[src/rtl/sobol_pkg.sv]
// Shared constants, FSM state encoding and default direction numbers for the
// Sobol sequence generator.
package sobol_pkg;

    localparam int SOBOL_W     = 32;
    localparam int SOBOL_DEPTH = 32;
    localparam int SOBOL_AW    = $clog2(SOBOL_DEPTH);

    typedef enum logic [1:0] {
        ST_IDLE = 2'd0,
        ST_OUT  = 2'd1,
        ST_DONE = 2'd2
    } sobol_state_e;

    // Default table makes the generator emit the Van der Corput sequence.
    function automatic logic [SOBOL_W-1:0] sobol_default_dir(input int k);
        logic [SOBOL_W-1:0] msb;
        msb = {1'b1, {(SOBOL_W-1){1'b0}}};
        return msb >> k;
    endfunction

endpackage

[src/rtl/sobol_lowest_zero.sv]
// Combinational priority encoder: index of the lowest zero bit of n.
import sobol_pkg::*;

module sobol_lowest_zero (
    input  logic [SOBOL_W-1:0]  n,
    output logic [SOBOL_AW-1:0] idx
);

    // Scan from the top so the lowest zero bit wins the last assignment.
    always_comb begin
        idx = '0;
        for (int i = SOBOL_W - 1; i >= 0; i--) begin
            if (!n[i]) begin
                idx = SOBOL_AW'(i);
            end
        end
    end

endmodule

[src/rtl/sobol_seq_gen.sv]
// One dimension of a Sobol sequence via the Antonov-Saleev Gray-code recurrence,
// streamed over valid/ready with one point per cycle.
import sobol_pkg::*;

module sobol_seq_gen #(
    parameter int W     = SOBOL_W,
    parameter int DEPTH = SOBOL_DEPTH
) (
    input  logic                     clk,
    input  logic                     rst,
    input  logic                     dir_we,
    input  logic [$clog2(DEPTH)-1:0] dir_addr,
    input  logic [W-1:0]             dir_wdata,
    input  logic                     start,
    input  logic [31:0]              num_pts,
    output logic                     out_valid,
    input  logic                     out_ready,
    output logic [W-1:0]             out_data,
    output logic                     out_last,
    output logic                     busy,
    output logic                     done
);

    sobol_state_e        state_q, state_d;
    logic [W-1:0]        x_q, x_d;
    logic [31:0]         n_q, n_d;
    logic [31:0]         npts_q, npts_d;
    logic [W-1:0]        dir_q [DEPTH];
    logic [W-1:0]        dir_d [DEPTH];
    logic [SOBOL_AW-1:0] c_idx;

    sobol_lowest_zero u_lowest_zero (
        .n   (n_q),
        .idx (c_idx)
    );

    always_comb begin
        state_d = state_q;
        x_d     = x_q;
        n_d     = n_q;
        npts_d  = npts_q;
        dir_d   = dir_q;
        case (state_q)
            ST_IDLE: begin
                if (dir_we) begin
                    dir_d[dir_addr] = dir_wdata;
                end
                // x_1 reads dir_q, so a same-cycle write to v[0] is not seen yet.
                if (start) begin
                    npts_d = num_pts;
                    if (num_pts != 32'd0) begin
                        state_d = ST_OUT;
                        x_d     = dir_q[0];
                        n_d     = 32'd1;
                    end else begin
                        state_d = ST_DONE;
                    end
                end
            end
            ST_OUT: begin
                if (out_ready) begin
                    if (n_q == npts_q) begin
                        state_d = ST_DONE;
                    end else begin
                        x_d = x_q ^ dir_q[c_idx];
                        n_d = n_q + 32'd1;
                    end
                end
            end
            ST_DONE: begin
                state_d = ST_IDLE;
            end
            default: begin
                state_d = ST_IDLE;
            end
        endcase
    end

    always_ff @(posedge clk or posedge rst) begin
        if (rst) begin
            state_q <= ST_IDLE;
            x_q     <= '0;
            n_q     <= '0;
            npts_q  <= '0;
            for (int k = 0; k < DEPTH; k++) begin
                dir_q[k] <= sobol_default_dir(k);
            end
        end else begin
            state_q <= state_d;
            x_q     <= x_d;
            n_q     <= n_d;
            npts_q  <= npts_d;
            for (int k = 0; k < DEPTH; k++) begin
                dir_q[k] <= dir_d[k];
            end
        end
    end

    assign out_valid = (state_q == ST_OUT);
    assign out_data  = x_q;
    assign out_last  = (state_q == ST_OUT) && (n_q == npts_q);
    assign busy      = (state_q != ST_IDLE);
    assign done      = (state_q == ST_DONE);

endmodule

[config.mk]
export PLATFORM = sky130hd
export DESIGN_NAME = sobol_seq_gen
export DESIGN_NICKNAME = d
export VERILOG_FILES = /design/src/rtl/sobol_pkg.sv /design/src/rtl/sobol_lowest_zero.sv /design/src/rtl/sobol_seq_gen.sv
export SDC_FILE = /design/constraint.sdc
export NUM_CORES = 2
export LEC_CHECK = 0
export CAP_MARGIN = 20
export CORE_MARGIN = 4
export CORE_UTILIZATION = 40
export CTS_CLUSTER_SIZE = 12
export DETAILED_ROUTE_END_ITERATION = 10
export HOLD_SLACK_MARGIN = 0.03
export PLACE_DENSITY = 0.66
export SLEW_MARGIN = 20
export SYNTH_ARGS = -nofsm -noshare
export SYNTH_HDL_FRONTEND = slang
export SYNTH_SLANG_ARGS = --single-unit
[constraint.sdc]
create_clock -name clk -period 97.3 [get_ports clk]
set_clock_uncertainty 0.15 [all_clocks]
set_input_delay 19.46 -clock clk [delete_from_list [all_inputs] [get_ports clk]]
set_output_delay 19.46 -clock clk [all_outputs]
set_load 0.01 [all_outputs]
## After elaboration in Yosys (flattened, before gate mapping)

Index checks and enable logic that the tools add are counted.

| cells by class | value |
|---|---|
| $add $sub $neg | 1 |
| muxes and demuxes | 53 |
| multiply operators | 0 |
| bitwise operators | 3 |
| $lt $le $gt $ge | 3 |
| reduce and logical (&&, ||, !) cells | 10 |
| div/mod/pow operators | 0 |
| shifts and indexed selects | 0 |
| eq/ne operators | 8 |

Operator list:

| kind | number |
|---|---|
| $bwmux 1024 | 1 |
| $mux 32 | 11 |
| $bmux 32 s5 | 1 |
| $demux 32 s5 | 1 |
| $mux 5 | 32 |
| $pmux 32 s2 | 2 |
| $add 32x1->32 const B | 1 |
| $eq 32x32->1 | 1 |
| $reduce_bool 32->1 | 1 |
| $xor 32x32->32 | 1 |
| $ge 6x6->1 const B | 2 |
| $not 5->6 | 2 |
| $mux 2 | 4 |
| $lt 6x1->1 const B | 1 |
| $ne 2x2->1 const B | 3 |
| $reduce_and 5->1 | 1 |
| $ne 2x1->1 const B | 2 |
| $pmux 2 s2 | 1 |
| $reduce_and 2->1 | 2 |
| $reduce_bool 2->1 | 2 |
| $reduce_and 3->1 | 1 |
| $eq 2x1->1 const B | 1 |
| $eq 2x2->1 const B | 1 |
| $logic_and 1x1->1 | 2 |
| $logic_not 2->1 | 1 |

| word-level totals | value |
|---|---|
| latch bits | 0 |
| RAM bits | 0 |
| logic and storage cells | 114 |
| register bits after elaboration | 1122 |
| bits in read-only memories | 0 |
| memories kept | 0 |

## Logic depth before layout (Yosys ltp)

| depth | value |
|---|---|
| depth after elaboration | 40 |
| gate-level depth with buffers | 15 |
| depth with buffers taken out | 10 |

## Cells and area by module

A second synthesis with hierarchy kept.

| second synthesis, totals | value |
|---|---|
| cell total of the unflattened synthesis | 3606 |
| area total of the unflattened synthesis | 52320.2 sq um |

By module, submodules not included:

| module | times used | cells each | area an instance (sq um) | seq. area each (sq um) |
|---|---|---|---|---|
| sobol_seq_gen | 1 | 3542 | 51948.6 | 28117.0 |
| sobol_lowest_zero | 1 | 64 | 371.6 | 0.0 |

## Least setup slack after synthesis

Ideal clock, no wire load.

| timing path | value |
|---|---|
| path type | input port to flip-flop |
| from | input num_pts[10] |
| to | register x_q[0] (netlist: out_data[0]) |
| data required time | 97.008 ns |
| setup time | 0.142 ns |
| path slack | 75.543 ns |
| stages on the path | 10 |
| data arrival time | 21.465 ns |
| cell sequence | nor4_1 and4_1 a21oi_1 nor2_1 a211oi_1 clkbuf_1 clkbuf_1 nand3_1 mux2i_1 a211oi_1 |

| on the way | value |
|---|---|
| cells in the longest elaborated chain, start to end | 3 |

RTL lines:

| item | RTL line | source |
|---|---|---|
| start: declaration | sobol_seq_gen.sv:15 | `input logic [31:0] num_pts,` |
| $reduce_bool 32->1 | sobol_seq_gen.sv:51 | `if (num_pts != 32'd0) begin` |
| $ne 2x2->1 (no line) | n/a |  |
| $reduce_and 5->1 (no line) | n/a |  |
| end signal: assignment | sobol_seq_gen.sv:82 | `x_q <= '0;` |
| end signal: assignment | sobol_seq_gen.sv:90 | `x_q <= x_d;` |
| end: declaration | sobol_seq_gen.sv:25 | `logic [W-1:0] x_q, x_d;` |

No other way between the ends.
A chain may end at the register's enable or synchronous reset.

## Worst setup path after layout

| timing path | value |
|---|---|
| from | input num_pts[26] |
| to | register x_q[19] (netlist: out_data[19]) |

The elaborated chain is that of the path after synthesis.

==> results by group <==
Floorplanning
  – Ports: 110
  – Std cell rows: 134
  – Core ar.: 134,000 µm²
  – DIE WIDTH: 376.1 µm
  – Die ar.: 141,400 µm²
  – Starting density of the core: 40.46%
  – Die H: 376.1 µm

Place
  – Dpl cells: 6,031
  – Pre-CTS setup slack: 73,560 ps
  – RePlAce Congestion: 0.8386
  – Post-DP HPWL: 96.49 mm
  – IO buf count: 109

Routing
  – Wirelength per Cell: 27.49 µm
  – Vias per cell: 6.169
  – Initial DRC Count: 3,498
  – Vias post-DR: 38,565
  – Antenna Violating Nets Remaining: 0
  – Drt drc: 0
  – DRT Pass-1 Iters: 5
  – Routed Wire Length: 171.8 mm

Timing
  – Final Slew Violations: 0
  – WHS: 345.4 ps
  – Fmax: 43.85 MHz
  – Worst-Margin Slew: 1173 ps
  – Shortest period the worst path allows: 22,800 ps
  – Slew margin rel.: 19.81%
  – Fin Setup TNS: 0 ps
  – Fin. Hold Viols: 0
  – Post-layout worst setup margin: 74,500 ps
  – Setup-failing EPs final: 0
  – Tcrit/Tclk final: 23.44%
  – RSZ-0062 raised after global routing: no

Synth
  – Synth Area per Inst: 12.09 µm²
  – Most used DFF post-synth: dfrtp_1
  – Syn nets: 4,558
  – Number of enable flip-flop cells after synthesis: 0
  – Yosys warnings: 0
  – Synth Register Bits: 1,122
  – Register area share after synthesis: 51.88%
  – Gate Count Post-Synth: 4,483
  – Ys async rst share: 100.0%
  – Netlist cell types: 95
  – Syn Std Cell Area: 54,200 µm²

Final layout
  – Nets: 4,454
  – Commonest non-fill, non-tap cells in the layout: 1,091 x mux2_2, 1,089 x dfrtp_1, 242 x nand2_1
  – Most common cell after layout, fill and taps aside: mux2_2
  – FILL cells: 12,132
  – Finished Core Util: 45.01%
  – Share of layout cells above drive strength 1: 34.29%
  – Finished Layout Cells: 6,251
  – Area of the multi-input gates: 24,130 µm²
  – Register Area: 28,120 µm²
  – Area grow syn2layout: 11.25%

Setup path
  – Family with the most delay on the worst path: buffers and inverters
  – WP buf/inv: 4
  – CP startpoint kind: primary input
  – CP required: 97,740 ps
  – Critical path, cell by cell: clkdlybuf4s50_1 > nor4_1 > and4_1 > a21oi_2 > buf_4 > nor2_1 > a211oi_4 > buf_4 > and2_1 > buf_4 > nand2_1 > a21oi_1 > a311oi_1 > nor3b_1
  – WP data arrival: 23,240 ps
  – CP max-delay cell: buf_4
  – Crit-path max FO: 51
  – Reg2reg setup slack: 91,670 ps
  – Reg2reg end: out_data[8]
  – Worst r2r src: n_q[16]
  – Setup CP Type: in2reg
  – Slowest stage delay, CP: 680 ps
  – Endpoint type of the worst setup path: register
  – R2r worst-path depth: 12
  – Top cell by count, worst path: buf_4

CTS
  – CTS Sinks: 1,122
  – Setup Fix Bufs, Post-CTS: 0
  – Post-CTS sizing: 0
  – Clock root buffer: clkbuf_16
  – Clock slew at reported path FFs: 60 ps
  – CTS tree: yes
  – Num CTS Buffers: 113
  – Clock buffer depth: 3
  – Clk Latency, worst-skew pair: 730 ps
  – H-tree Lvls: 3
  – Cts hold-fix bufs: 0

Worst hold path
  – Worst min path class: reg2reg
  – Hold_sp: dir_q[340]
  – Hold Crit Endpoint: dir_q[340]
  – Hold Path Stages: 1

Pwr
  – Pwr Density: 19.47 nW/µm²
  – Switching pwr: 0.3720 mW
  – Reg power frac: 42.3%
  – Leak Pwr: 27.62 nW
  – Switching part of the total power: 31.68%
  – Power Internal: 0.8021 mW
  – Share of total power in the clock network: 36.7%
  – Peak VDD IR: 0.00001558 V
  – Combinational share of power: 21.1%

Job
  – Max-Cap Viols: 0

Global route
  – Total grt overflow: 0
  – Largest net degree at the start of global routing: 159
  – First-pass GRT wire length: 257.1 mm
  – Vias in the first global route: 38,566
  – Number of antenna violations at the first check in global routing: 4
  – GRT Util Overall: 23.84%

Outcome
  – Status: complete, no violations
## metal layers
metal / share of wire, % / GRT usage, % / vias up
li1: - / - / 16312
met1: 42 / 32.87 / 20279
met2: 45 / 37.43 / 1600
met3: 8.7 / 5.163 / 372
met4: 3.7 / 8.077 / 2
met5: 0.0076 / 0 / -
## registers in the layout, summed over array words and instances (netlist names)
signal	cells
dir_q	1024
n_q	32
npts_q	32
out_data	32
state_q	2
## layout make-up
class | count | share of cell area [%]
Sequential cell | 1122 | 46.64
Multi-Input combinational cell | 2846 | 40.02
Clock buffer | 201 | 5.711
Tap cell | 1768 | 3.669
Timing Repair Buffer | 222 | 3.173
Inverter | 74 | 0.4731
Clock inverter | 14 | 0.3009
Antenna cell | 4 | 0.01660
## through the flow
step / total power, mW / area [µm²]
after floorplan: 0.6569 / 54200
after global placement: 0.7453 / 56720
after detailed placement: 0.7472 / 56710
after CTS: 1.176 / 60340
after global routing: 1.215 / 60290
final: 1.174 / 60300
## worst reg2reg max path, stage by stage (launching register included)
cell	delay (ps)
dfrtp_1	660
nand2_1	220
a221oi_2	260
nor2b_1	180
or3_4	660
buf_4	430
nand2_2	500
buf_4	590
a21oi_1	100
a2111oi_0	940
o221ai_1	400
mux2i_1	200
nor4bb_1	260
## power groups by stage
stage	sequential, mW	clock, mW	combinational [mW]
after floorplan	0.499	0	0.158
after global placement	0.503	0	0.242
after detailed placement	0.504	0	0.243
after CTS	0.495	0.436	0.245
after global routing	0.498	0.455	0.262
final	0.496	0.430	0.248
## how the worst max path moves through the flow
stage | slack [ps] | start | cells after the start | endpoint
after floorplan | 46150 | rst | 1 | dir_q[1000]
after global placement | 73550 | rst | 5 | dir_q[454]
after detailed placement | 73560 | rst | 5 | dir_q[166]
after CTS | 74310 | rst | 5 | dir_q[230]
after global routing | 74120 | rst | 5 | dir_q[767]
final | 74500 | num_pts[26] | 14 | out_data[19]
## cells in the mapped netlist (30+ instances only)
| library cell | instances | area, µm² |
|---|---|---|
| mux2i_1 | 94 | 940.9 |
| buf_2 | 90 | 450.4 |
| mux2_2 | 1091 | 12290 |
| a31oi_1 | 33 | 206.5 |
| nor2_1 | 90 | 337.8 |
| o21a_1 | 30 | 225.2 |
| inv_1 | 71 | 266.5 |
| dfrtp_1 | 1090 | 27280 |
| and3_1 | 72 | 450.4 |
| nand2_1 | 261 | 979.7 |
| buf_1 | 53 | 198.9 |
| or3_1 | 47 | 294.0 |
| a311oi_1 | 68 | 595.6 |
| o21ai_0 | 171 | 855.8 |
| nand3_1 | 116 | 580.6 |
| dfstp_2 | 32 | 840.8 |
| xnor2_1 | 37 | 324.1 |
| o22ai_1 | 54 | 337.8 |
| clkbuf_1 | 262 | 983.4 |
| a21oi_1 | 140 | 700.7 |
| o221ai_1 | 79 | 691.9 |
| nor3_1 | 38 | 190.2 |
| a211oi_1 | 65 | 488.0 |
## cell families (layout without fill, tap and decap cells)
logic type               count (synthesis)  count (layout)  share of synthesized area [%]
multiplexers                          1215            1215                          25.55
flip-flops                            1122            1122                          51.88
AO/OA/AOI/OAI                          817             817                          10.47
AND/OR/NAND/NOR                        767             767                          7.214
buffers and inverters                  515             511                          4.123
XOR/XNOR                                46              46                         0.7434
adder cells (fa/ha/maj)                  1               1                        0.02308
other                                    0               4                              0
(Power assumes the default switching activity.)
